**config.mk**
```make
export PLATFORM = sky130hd
export DESIGN_NAME = seq_shift_add_multiplier_flat
export DESIGN_NICKNAME = d
export VERILOG_FILES = /design/src/rtl/seq_shift_add_multiplier_if.sv /design/src/rtl/seq_shift_add_multiplier.sv /design/src/flat_wrapper.sv
export SDC_FILE = /design/constraint.sdc
export NUM_CORES = 1
export LEC_CHECK = 0
export BUFFER_PORTS_ARGS = -buffer_cell sky130_fd_sc_hd__buf_2
export CORE_ASPECT_RATIO = 1.75
export CORE_UTILIZATION = 57
export DETAILED_ROUTE_END_ITERATION = 16
export PLACE_DENSITY = 0.88
export SLEW_MARGIN = 20
export SYNTH_ARGS = -nofsm -noshare
export SYNTH_HDL_FRONTEND = slang
export SYNTH_SLANG_ARGS = --single-unit
```
**constraint.sdc**
```tcl
create_clock -name clk -period 5.85 [get_ports clk]
set_clock_uncertainty 0.15 [all_clocks]
set_input_delay 0 -clock clk [delete_from_list [all_inputs] [get_ports clk]]
set_output_delay 0 -clock clk [all_outputs]
set_load 0.01 [all_outputs]
```
**src/rtl/seq_shift_add_multiplier_if.sv**
```systemverilog
// seq_shift_add_multiplier_if: start/busy/done handshake and operand/product bus for the multiplier
interface seq_shift_add_multiplier_if #(
  parameter int WIDTH = 8
);
  logic               start;
  logic [WIDTH-1:0]   a;
  logic [WIDTH-1:0]   b;
  logic               busy;
  logic               done;
  logic [2*WIDTH-1:0] product;
  modport master (output start, a, b, input busy, done, product);
  modport slave  (input start, a, b, output busy, done, product);
endinterface

```
**src/rtl/seq_shift_add_multiplier.sv**
```systemverilog
// seq_shift_add_multiplier: unsigned WIDTHxWIDTH shift-and-add multiplier, one ripple add per cycle
module seq_shift_add_multiplier #(
  parameter int WIDTH = 8,
  parameter int CNT_W = 4
) (
  input  logic                        clk,
  input  logic                        rst,
  seq_shift_add_multiplier_if.slave   bus
);
  typedef enum logic [1:0] {IDLE, CALC, DONE} state_t;
  localparam logic [CNT_W-1:0] LAST = CNT_W'(WIDTH - 1);
  state_t             state_q;
  logic [WIDTH-1:0]   acc_q, q_q, m_q;
  logic [CNT_W-1:0]   cnt_q;
  logic               busy_q, done_q;
  logic [WIDTH-1:0]   addend, sum;
  logic [WIDTH:0]     carry;
  logic [WIDTH-1:0]   acc_d, q_d;
  assign addend   = q_q[0] ? m_q : '0;
  assign carry[0] = 1'b0;
  for (genvar i = 0; i < WIDTH; i++) begin : g_fa
    assign sum[i]     = acc_q[i] ^ addend[i] ^ carry[i];
    assign carry[i+1] = (acc_q[i] & addend[i]) | (carry[i] & (acc_q[i] ^ addend[i]));
  end
  // carry-out lands in the accumulator MSB so the full product stays exact
  assign acc_d = {carry[WIDTH], sum[WIDTH-1:1]};
  assign q_d   = {sum[0], q_q[WIDTH-1:1]};
  always_ff @(posedge clk) begin
    if (rst) begin
      state_q <= IDLE;
      acc_q   <= '0;
      q_q     <= '0;
      m_q     <= '0;
      cnt_q   <= '0;
      busy_q  <= 1'b0;
      done_q  <= 1'b0;
    end else begin
      case (state_q)
        IDLE: if (bus.start) begin
          m_q     <= bus.a;
          q_q     <= bus.b;
          acc_q   <= '0;
          cnt_q   <= '0;
          busy_q  <= 1'b1;
          state_q <= CALC;
        end
        CALC: begin
          acc_q <= acc_d;
          q_q   <= q_d;
          cnt_q <= cnt_q + 1'b1;
          if (cnt_q == LAST) begin
            busy_q  <= 1'b0;
            done_q  <= 1'b1;
            state_q <= DONE;
          end
        end
        DONE: begin
          done_q  <= 1'b0;
          state_q <= IDLE;
        end
        default: state_q <= IDLE;
      endcase
    end
  end
  assign bus.busy    = busy_q;
  assign bus.done    = done_q;
  assign bus.product = {acc_q, q_q};
endmodule

```
**src/flat_wrapper.sv**
```systemverilog
// flat-port wrapper written by rule: the top's interface ports become plain ports
module seq_shift_add_multiplier_flat 
#(
  parameter int WIDTH = 8,
  parameter int CNT_W = 4
)
  (clk, rst, bus_start, bus_a, bus_b, bus_busy, bus_done, bus_product);
  seq_shift_add_multiplier_if #(.WIDTH(WIDTH)) bus_i ();
  input  logic clk;
  input  logic rst;
  input wire logic [$bits(bus_i.start)-1:0] bus_start;
  input wire logic [$bits(bus_i.a)-1:0] bus_a;
  input wire logic [$bits(bus_i.b)-1:0] bus_b;
  output wire logic [$bits(bus_i.busy)-1:0] bus_busy;
  output wire logic [$bits(bus_i.done)-1:0] bus_done;
  output wire logic [$bits(bus_i.product)-1:0] bus_product;
  assign bus_i.start = bus_start;
  assign bus_i.a = bus_a;
  assign bus_i.b = bus_b;
  assign bus_busy = bus_i.busy;
  assign bus_done = bus_i.done;
  assign bus_product = bus_i.product;
  seq_shift_add_multiplier #(.WIDTH(WIDTH), .CNT_W(CNT_W)) u_core (.clk(clk), .rst(rst), .bus(bus_i));
endmodule
```
==> flow_summary.toml <==
[status]
outcome = "finished clean"

[timing]
drv_slew = 0
period_needed_ns = 4.04
rsz0062_at_grt = "no"
final.period_utilization = 0.690
fin_tns_setup_ns = 0
relSlewSlack = 0.308
finalHoldViolations = 0
worst_slew_pin_slew_ns = 1.04
finalSetupViolCount = 0
fmax_mhz = 248

[place]
port_buffers = 36
place_area_mm2 = 0.00177
gp_congestion = 0.808
dpl.hpwl_um = 2350
dp.cells = 234

[cells_and_area]
final_common_cell = "buf_2"
final_layout_size_suffix_gt1_frac = 0.297
nNetsFinal = 259
antenna_cells = 0
layout_common_cells = "36 x buf_2, 32 x dfxtp_1, 26 x nand2_1"
postLayoutCoreUtil = 0.754
stdcell_area_mm2 = 0.00205
syn2layout_area_growth_pct = 25.0
fin_cells = 259
fill_cells = 199

[power]
vdd_drop_max_mv = 0.213
power_density_mw_per_mm2 = 255
leakagePower_nw = 0.803

[route]
routedWlPerCell_um = 14.3
drt-total-wl_um = 3710
ant_nets = 0
drtIter0Drc = 32
drtPass1Iterations = 4
vias = 1402
drc = 0
via_per_inst = 5.41

[hold_path]
min_path_type = "in -> reg"
hp-start = "rst"
worstHoldPathCells = 2
hold_end = "u_core.cnt_q[0]"

[logic_synthesis]
synth-edff-count = 0
netlist_instances = 183
ys_types = 34
ys_ff_latch = 32
synth_flop_cell = "dfxtp_1"
yosysWarnings = 0
syn_area_mm2 = 0.00164
ys_seq_area_frac = 0.391
syn_nets = 211
synth.avg_cell_area_um2 = 8.96
async_flop_share = 0

[clock_tree]
h-tree-depth = 2
cts_tree = "built"
clock_latency_ns = 0.29
cts_buffers = 5
clockRootBuffer = "clkbuf_8"
clk_path_buf_depth = 2
post_cts_buffers = 0
path_clk_slew_ns = 0.07
cts_num_sinks = 32

[floorplan]
num_rows = 25
dieArea_mm2 = 0.00310
die_h_um = 73.0
core_mm2 = 0.00272
start_util = 0.603
die_w_um = 42.6
pin_count = 37

[critical_path]
r2r-end = "u_core.acc_q[6]"
reg2reg_slack_ns = 1.81
worstPathRequired_ns = 5.92
reg2reg_from = "u_core.q_q[0]"
crit_chain = "and2_1, ha_1, inv_1, fa_1, fa_1, fa_1, fa_1, fa_1, inv_1, fa_1, inv_1, fa_1, nand2b_1, a21oi_2"
worst_path_most_repeated_cell = "fa_1"
cp-end-kind = "flip-flop"
max_stage_delay_ns = 0.48
start_kind = "flip-flop"
arrival_ns = 4.11
cp_max_fo = 10
critPathKind = "reg -> reg"
crit_path_top_delay_cell = "dfxtp_1"
r2r_cells = 14

[global_route]
track_usage = 0.273
grt_pass1_wl_um = 6350
grt_max_degree = 33
grt_pass1_vias = 1472
antenna_found_initial = 0
grt.overflow.total = 0

[run]
max_cap_viol_count = 0
[cell families after synthesis]
family	Yosys count	share of synthesized area
flip-flops	32	0.391
adder cells (fa/ha/maj)	9	0.101
buffers and inverters	26	0.0839
AND/OR/NAND/NOR	80	0.265
AO/OA/AOI/OAI	35	0.153
multiplexers	1	0.00686
[sequential cells by signal, summed over array words and instances (netlist names)]
name             cells
u_core.acc_q         8
u_core.m_q           8
u_core.q_q           8
u_core.cnt_q         4
u_core.state_q       2
u_core.bus.busy      1
u_core.bus.done      1
[power by group]
part | switching (mW) | total (mW) | internal [mW]
Combinational | 0.0389 | 0.0708 | 0.0319
Clock | 0.0855 | 0.211 | 0.126
Sequential | 0.0112 | 0.240 | 0.229
Total | 0.136 | 0.523 | 0.387
[metal layers]
metal	vias to the layer above	share of wire	global-route usage
li1	698	-	-
met1	659	0.39	0.275
met2	37	0.55	0.516
met3	8	0.034	0.0569
met4	0	0.023	0.132
met5	-	0	0
[worst max-delay path, delay by kind of cell (launching register included)]
kind                     cells  cell delay, ns
adder cells (fa/ha/maj)      8            2.68
buffers and inverters        3            0.17
AO/OA/AOI/OAI                1            0.14
flip-flops                   1            0.48
AND/OR/NAND/NOR              2            0.34
[worst max-delay path by stage]
stage	start	end	slack, ns	depth (start not counted)
final	u_core.q_q[0]	u_core.acc_q[6]	1.81	14
after global routing	u_core.q_q[0]	u_core.acc_q[6]	1.60	14
after CTS	u_core.q_q[0]	u_core.acc_q[6]	1.81	14
after detailed placement	u_core.q_q[0]	u_core.acc_q[6]	1.83	14
after global placement	u_core.q_q[0]	u_core.acc_q[6]	1.97	14
after floorplan	u_core.q_q[0]	u_core.acc_q[6]	1.92	15
[cell type report]
type	instances	area, um2	area share
sequential	32	641	0.312
timing repair buffer	53	350	0.171
clock inverter	3	42.5	0.0207
tap	27	33.8	0.0165
clock buffer	5	68.8	0.0336
multi-input combinational	125	862	0.420
inverter	14	52.6	0.0256
[through the flow]
| stage | hold slack, ns | power, mW | worst slack (ns) |
|---|---|---|---|
| 3_5_place_dp | 0.102 | 0.305 | 1.83 |
| 2_1_floorplan | -0.0717 | 0.289 | 1.92 |
| 6_report | 0.0795 | 0.523 | 1.81 |
| 3_3_place_gp | 0.0953 | 0.304 | 1.97 |
| 5_1_grt | 0.107 | 0.544 | 1.60 |
| 4_1_cts | 0.0808 | 0.525 | 1.81 |
[synth_stat cells, drive strengths merged (3+ instances only)]
master / instances / area share
dfxtp: 32 / 0.39
nand2: 26 / 0.059
nor2: 23 / 0.057
a21oi: 22 / 0.088
inv: 14 / 0.032
nand3: 10 / 0.058
buf: 9 / 0.045
nand2b: 9 / 0.034
fa: 7 / 0.085
a211oi: 4 / 0.018
a22o: 4 / 0.021
nor4: 4 / 0.019
clkbuf: 3 / 0.0069
[timing repair]
action / CTS / global route
hold endpoints to repair: 16 / 0
hold buffers: 17 / 0
resized for setup: 0 / 0
Power figures use the tool's default switching activity.
